--- src/rtl/led_seq_pkg.sv ---
// Shared constants and helpers for the LED pattern sequencer.
package led_seq_pkg;

    // Pattern selected on the MODE input and latched on a tick.
    typedef enum logic [1:0] {
        MODE_OFF    = 2'd0,
        MODE_BLINK  = 2'd1,
        MODE_CHASE  = 2'd2,
        MODE_BOUNCE = 2'd3
    } mode_e;

    localparam int NUM_LEDS = 4;

    localparam logic DIR_UP   = 1'b0;
    localparam logic DIR_DOWN = 1'b1;

    // One BOUNCE step: returns {new_dir, new_pos}; reverses at both ends.
    function automatic logic [2:0] bounce_step(input logic [1:0] pos, input logic dir);
        logic [2:0] res;
        res = {dir, pos};
        if (dir == DIR_UP) begin
            if (pos == 2'd3) begin
                res = {DIR_DOWN, 2'd2};
            end else begin
                res = {DIR_UP, pos + 2'd1};
            end
        end else begin
            if (pos == 2'd0) begin
                res = {DIR_UP, 2'd1};
            end else begin
                res = {DIR_DOWN, pos - 2'd1};
            end
        end
        return res;
    endfunction

endpackage

--- src/rtl/led_pwm_channel.sv ---
// One PWM channel: registered compare of a brightness level against the
// shared PWM counter.
module led_pwm_channel #(
    parameter int PWM_BITS = 4
) (
    input  logic                i_clk,
    input  logic                i_rst,
    input  logic [PWM_BITS-1:0] i_level,
    input  logic [PWM_BITS-1:0] i_pwm_cnt,
    output logic                o_led
);

    logic r_led;

    // LED is on while the level exceeds the counter; level 0 is always off.
    always_ff @(posedge i_clk or posedge i_rst) begin
        if (i_rst) begin
            r_led <= 1'b0;
        end else begin
            r_led <= (i_level > i_pwm_cnt);
        end
    end

    assign o_led = r_led;

endmodule

--- src/rtl/led_sequencer.sv ---
// Animated LED pattern sequencer: steps a pattern FSM on each prescaler
// tick and renders the four brightness levels through shared-counter PWM.
module led_sequencer
    import led_seq_pkg::*;
#(
    parameter int PWM_BITS = 4
) (
    input  logic       CLKIN,
    input  logic       RESET,
    input  logic       TICK,
    input  logic [1:0] MODE,
    output logic       D2,
    output logic       D3,
    output logic       D4,
    output logic       D5
);

    localparam logic [PWM_BITS-1:0] MAX_LEVEL = {PWM_BITS{1'b1}};
    localparam logic [PWM_BITS-1:0] ZERO_LVL  = {PWM_BITS{1'b0}};
    localparam logic [PWM_BITS-1:0] PWM_ONE   = {{(PWM_BITS-1){1'b0}}, 1'b1};

    mode_e               r_mode_q;
    mode_e               w_mode_next;
    mode_e               w_mode_in;
    logic [1:0]          r_pos;
    logic [1:0]          w_pos_next;
    logic                r_dir;
    logic                w_dir_next;
    logic                r_phase;
    logic                w_phase_next;
    logic [2:0]          w_bounce;
    logic [PWM_BITS-1:0] r_level      [NUM_LEDS];
    logic [PWM_BITS-1:0] w_level_next [NUM_LEDS];
    logic [PWM_BITS-1:0] r_pwm_cnt;
    logic [NUM_LEDS-1:0] w_led;

    assign w_mode_in = mode_e'(MODE);
    assign w_bounce  = bounce_step(r_pos, r_dir);

    // Pattern state register; all pattern state holds unless next-state logic changes it.
    always_ff @(posedge CLKIN or posedge RESET) begin
        if (RESET) begin
            r_mode_q <= MODE_OFF;
            r_pos    <= 2'd0;
            r_dir    <= DIR_UP;
            r_phase  <= 1'b0;
            for (int i = 0; i < NUM_LEDS; i++) begin
                r_level[i] <= ZERO_LVL;
            end
        end else begin
            r_mode_q <= w_mode_next;
            r_pos    <= w_pos_next;
            r_dir    <= w_dir_next;
            r_phase  <= w_phase_next;
            for (int i = 0; i < NUM_LEDS; i++) begin
                r_level[i] <= w_level_next[i];
            end
        end
    end

    // Next-state: a tick either latches a new mode (clearing everything) or takes one pattern step.
    always_comb begin
        w_mode_next  = r_mode_q;
        w_pos_next   = r_pos;
        w_dir_next   = r_dir;
        w_phase_next = r_phase;
        for (int i = 0; i < NUM_LEDS; i++) begin
            w_level_next[i] = r_level[i];
        end

        if (TICK) begin
            if (w_mode_in != r_mode_q) begin
                w_mode_next  = w_mode_in;
                w_pos_next   = 2'd0;
                w_dir_next   = DIR_UP;
                w_phase_next = 1'b0;
                for (int i = 0; i < NUM_LEDS; i++) begin
                    w_level_next[i] = ZERO_LVL;
                end
            end else begin
                case (r_mode_q)
                    MODE_OFF: begin
                        for (int i = 0; i < NUM_LEDS; i++) begin
                            w_level_next[i] = ZERO_LVL;
                        end
                    end
                    MODE_BLINK: begin
                        w_phase_next = ~r_phase;
                        for (int i = 0; i < NUM_LEDS; i++) begin
                            w_level_next[i] = w_phase_next ? MAX_LEVEL : ZERO_LVL;
                        end
                    end
                    MODE_CHASE: begin
                        w_pos_next = r_pos + 2'd1;
                        for (int i = 0; i < NUM_LEDS; i++) begin
                            w_level_next[i] = (w_pos_next == 2'(i)) ? MAX_LEVEL : ZERO_LVL;
                        end
                    end
                    MODE_BOUNCE: begin
                        w_dir_next = w_bounce[2];
                        w_pos_next = w_bounce[1:0];
                        // Head at full brightness, the rest halve each step to form a fading tail.
                        for (int i = 0; i < NUM_LEDS; i++) begin
                            w_level_next[i] = (w_pos_next == 2'(i)) ? MAX_LEVEL : (r_level[i] >> 1);
                        end
                    end
                    default: begin
                        for (int i = 0; i < NUM_LEDS; i++) begin
                            w_level_next[i] = ZERO_LVL;
                        end
                    end
                endcase
            end
        end else begin
            w_mode_next = r_mode_q;
        end
    end

    // Free-running PWM counter shared by all channels; wraps naturally at MAX.
    always_ff @(posedge CLKIN or posedge RESET) begin
        if (RESET) begin
            r_pwm_cnt <= ZERO_LVL;
        end else begin
            r_pwm_cnt <= r_pwm_cnt + PWM_ONE;
        end
    end

    for (genvar g = 0; g < NUM_LEDS; g++) begin : g_chan
        led_pwm_channel #(
            .PWM_BITS (PWM_BITS)
        ) u_chan (
            .i_clk     (CLKIN),
            .i_rst     (RESET),
            .i_level   (r_level[g]),
            .i_pwm_cnt (r_pwm_cnt),
            .o_led     (w_led[g])
        );
    end

    assign D2 = w_led[0];
    assign D3 = w_led[1];
    assign D4 = w_led[2];
    assign D5 = w_led[3];

endmodule

--- config.mk ---
export PLATFORM = sky130hd
export DESIGN_NAME = led_sequencer
export DESIGN_NICKNAME = d
export VERILOG_FILES = /design/src/rtl/led_seq_pkg.sv /design/src/rtl/led_pwm_channel.sv /design/src/rtl/led_sequencer.sv
export SDC_FILE = /design/constraint.sdc
export NUM_CORES = 1
export LEC_CHECK = 0
export CAP_MARGIN = 20
export CORE_MARGIN = 2
export CORE_UTILIZATION = 45
export CTS_CLUSTER_DIAMETER = 80
export CTS_CLUSTER_SIZE = 25
export DETAILED_ROUTE_END_ITERATION = 10
export HOLD_SLACK_MARGIN = 0.1
export SLEW_MARGIN = 20
export SYNTH_ARGS = -nofsm -noshare
export SYNTH_HDL_FRONTEND = slang
export SYNTH_SLANG_ARGS = --single-unit
--- constraint.sdc ---
create_clock -name CLKIN -period 1.54 [get_ports CLKIN]
set_input_delay 0.385 -clock CLKIN [delete_from_list [all_inputs] [get_ports CLKIN]]
set_output_delay 0.385 -clock CLKIN [all_outputs]
set_load 0.05 [all_outputs]
==> summary.txt <==
Run status
  • Status: finished, violations left
  • Failing checks: setup timing

Floorplan
  • Area of the die: 0.00462 mm2
  • Rows: 23
  • Initial Util: 0.464
  • Die Ht: 68.0 um
  • Ports: 9
  • Core box area: 0.00397 mm2
  • Die Wd: 68.0 um

Setup path
  • Worst path top cell family by delay: compound AO/OA/AOI/OAI gates
  • Setup crit end: r_level[13]
  • CP peak stage delay: 0.42 ns
  • R2r setup slk: -0.007 ns
  • Setup crit end kind: flop
  • Max stage delay cell, worst path: dfrtp_1
  • Crit-path max FO: 4
  • Critical path startpoint category: flop
  • CP Launch Point: r_pos[1]
  • Crit Reg-Reg Endpoint: r_level[13]
  • Kind of critical path: flop to flop
  • Critical path arrival: 1.75 ns
  • Buf+Inv Stages, Crit Path: 2
  • WP data required: 1.75 ns
  • Most used cell along the critical path: buf_4
  • Cell count along the critical path: 6
  • CP Cell Sequence: buf_4 -> ha_4 -> buf_4 -> a211o_1 -> o21a_2 -> o21ai_1
  • FF-to-FF path depth: 6
  • Worst r2r src: r_pos[1]

Logic synthesis
  • Synth Net Count: 208
  • Avg Cell Area, Syn: 10.2 um2
  • Yosys warnings: 0
  • Post-synth EDFFs: 0
  • Main synth FF type: dfrtp_1
  • Sequential share of the synthesized area: 0.408
  • FFs w/ async S/R, synth: 1.00
  • Yosys top cell by area: dfrtp_1
  • Mapped Area: 0.00184 mm2
  • Top cell type's share of synthesized area: 0.408
  • Cells after Synth: 180
  • Synth unique cells: 44
  • Largest cells by area after synthesis: dfrtp_1 (41%), ha_1 (16%), o21a_1 (5.3%), nor2b_1 (4.8%), a21oi_1 (4.1%)
  • Yosys reg bits: 30

Global routing
  • Number of global-route vias before repair: 1529
  • Global-route wire length before repair: 6.84 mm
  • Initial antenna violation count: 0
  • Largest net degree at the start of global routing: 25
  • GRT Util Overall: 0.199
  • GRT overflow: 0

Route
  • Wire per inst: 15.8 um
  • DRT iter0 DRCs: 37
  • First drt pass iteration count: 4
  • Final routed DRC violation total: 0
  • Final WL: 4.28 mm
  • DR vias: 1488
  • Vias per cell: 5.51
  • Routed Antenna Nets: 0

Final layout
  • Final Core Density: 0.627
  • Commonest non-fill, non-tap cell in the layout: dfrtp_1
  • Diodes inserted: 0
  • Area Growth Syn to Fin: 35.1%
  • Number of fill cells in the layout: 332
  • Layout cells sized above 1: 0.368
  • Most frequent cells in the layout: dfrtp_1 (28), buf_4 (27), ha_1 (15)
  • Design Area, Final: 0.00249 mm2
  • NumNets Final: 247
  • Fin cells: 270

Job
  • Max-Cap Viols: 0

Place
  • GPL Wtd Cong: 0.813
  • Placed insts: 259
  • DP Area: 0.00219 mm2
  • Post-detail-place hpwl: 3.14 mm
  • Port Buffers: 8

STA
  • Final hold violations: 0
  • Layout Skew: 0.00665 ns
  • Unrepaired setup endpoints after global routing: yes
  • Final setup fails: 2
  • Setup WS post-layout: -0.00741 ns
  • Crit path time final: 1.55 ns
  • Worst-margin pin slew: 0.404 ns
  • Slew Viols, Final: 0
  • Tcrit/Tclk final: 1.00
  • Max Clk Rate: 646 MHz
  • Normalized max-slew margin: 0.730

Min path
  • Worst hold path type: input port to asynchronous set/reset pin

Clocking
  • CTS tree: built
  • CTS H-tree lvls: 2
  • Clock Sinks: 30
  • # hold bufs at CTS: 0
  • Clk buf depth: 2
  • Clock latency on the worst-skew pair: 0.28 ns
  • CTS clk-pin slew, worst paths: 0.07 ns
  • Inserted Clock Buffers: 5
  • CTS Root Cell: clkbuf_8

Power and ir drop
  • Max VDD drop: 581 uV
  • PwrDens: 939 mW/mm2
  • Leak: 1.08 nW
-- state kept, by name, indices dropped and copies added (netlist names) --
name                 flops
g_chan.u_chan.o_led      4
r_pos                    2
r_mode_q                 2
r_pwm_cnt                4
r_level                 16
r_phase                  1
r_dir                    1
-- routing by layer --
metal  vias to the layer above  part of all wire  track usage
met2                        18              0.55        0.377
met5                         -                 0            0
li1                        727                 -            -
met3                         8             0.019       0.0395
met4                         0             0.022       0.0750
met1                       735              0.41        0.216
-- per-stage QoR --
step                worst slack [ns]  hold slack, ns  TNS (ns)  total power (W)
floorplan                    0.00682           0.446         0          0.00131
global placement              -0.285           0.465     -4.43          0.00157
detailed placement            -0.357           0.471     -5.47          0.00159
CTS                          -0.0420           0.385   -0.0593          0.00231
global route                 -0.0721           0.414    -0.908          0.00245
finish                      -0.00741           0.383   -0.0141          0.00234
-- cells by family after synthesis --
group / after synthesis / synth area share
compound gates: 60 / 0.234
simple gates: 42 / 0.123
flops: 30 / 0.408
fa+ha+maj: 23 / 0.156
buf+inv: 20 / 0.0482
xor+xnor: 3 / 0.0183
mux: 2 / 0.0122
-- final cells by class --
cell class / count / area (um2) / share of cell area
timing repair buffer: 37 / 348 / 0.140
inverter: 15 / 58.8 / 0.0236
sequential: 30 / 753 / 0.303
tap: 50 / 62.6 / 0.0251
clock buffer: 7 / 86.3 / 0.0347
multi-input combinational: 130 / 1170 / 0.472
clock inverter: 1 / 5.00 / 0.00201
-- how the worst min path moves through the flow --
stage | slack (ns) | from | endpoint
after floorplan | 0.45 | r_pwm_cnt[3] | r_pwm_cnt[3]
after global placement | 0.46 | r_pwm_cnt[3] | r_pwm_cnt[3]
after detailed placement | 0.47 | r_pwm_cnt[3] | r_pwm_cnt[3]
after CTS | 0.39 | RESET | r_pwm_cnt[3]
after global routing | 0.41 | RESET | g_chan[2].u_chan.o_led
final | 0.38 | RESET | g_chan[0].u_chan.o_led
-- power breakdown --
group	internal (W)	switching (W)
logic	0.000371	0.000366
clock network	0.000361	0.000312
registers	0.000860	0.0000683
total	0.00159	0.000747
-- worst register-to-register path: cells and delay by family (launching register included) --
kind	cells	cell delay (ns)
AOI/OAI and AO/OA	3	0.61
buffers and inverters	2	0.30
adders and majority gates	1	0.15
DFF	1	0.42
-- synth_stat cells, types with 2 or more instances --
cell type  instances
a21oi_1           15
a31oi_1            2
buf_2              2
dfrtp_1           30
ha_1              23
inv_1             15
mux2_2             2
nand2_1           12
nand3_1            2
nand4_1            4
nor2_1             2
nor2b_1           14
nor3b_1            2
o21a_1            13
o21ai_0            4
o21ai_1            6
o221ai_2           2
o22ai_1            3
or2_2              2
-- timing repair --
| action | 4_1_cts | 5_1_grt |
|---|---|---|
| resized for setup | 21 | 18 |
| setup endpoints to repair | 22 | 24 |
| setup buffers | 3 | 1 |
| pin swaps | 9 | 9 |
Power figures use the tool's default switching activity.
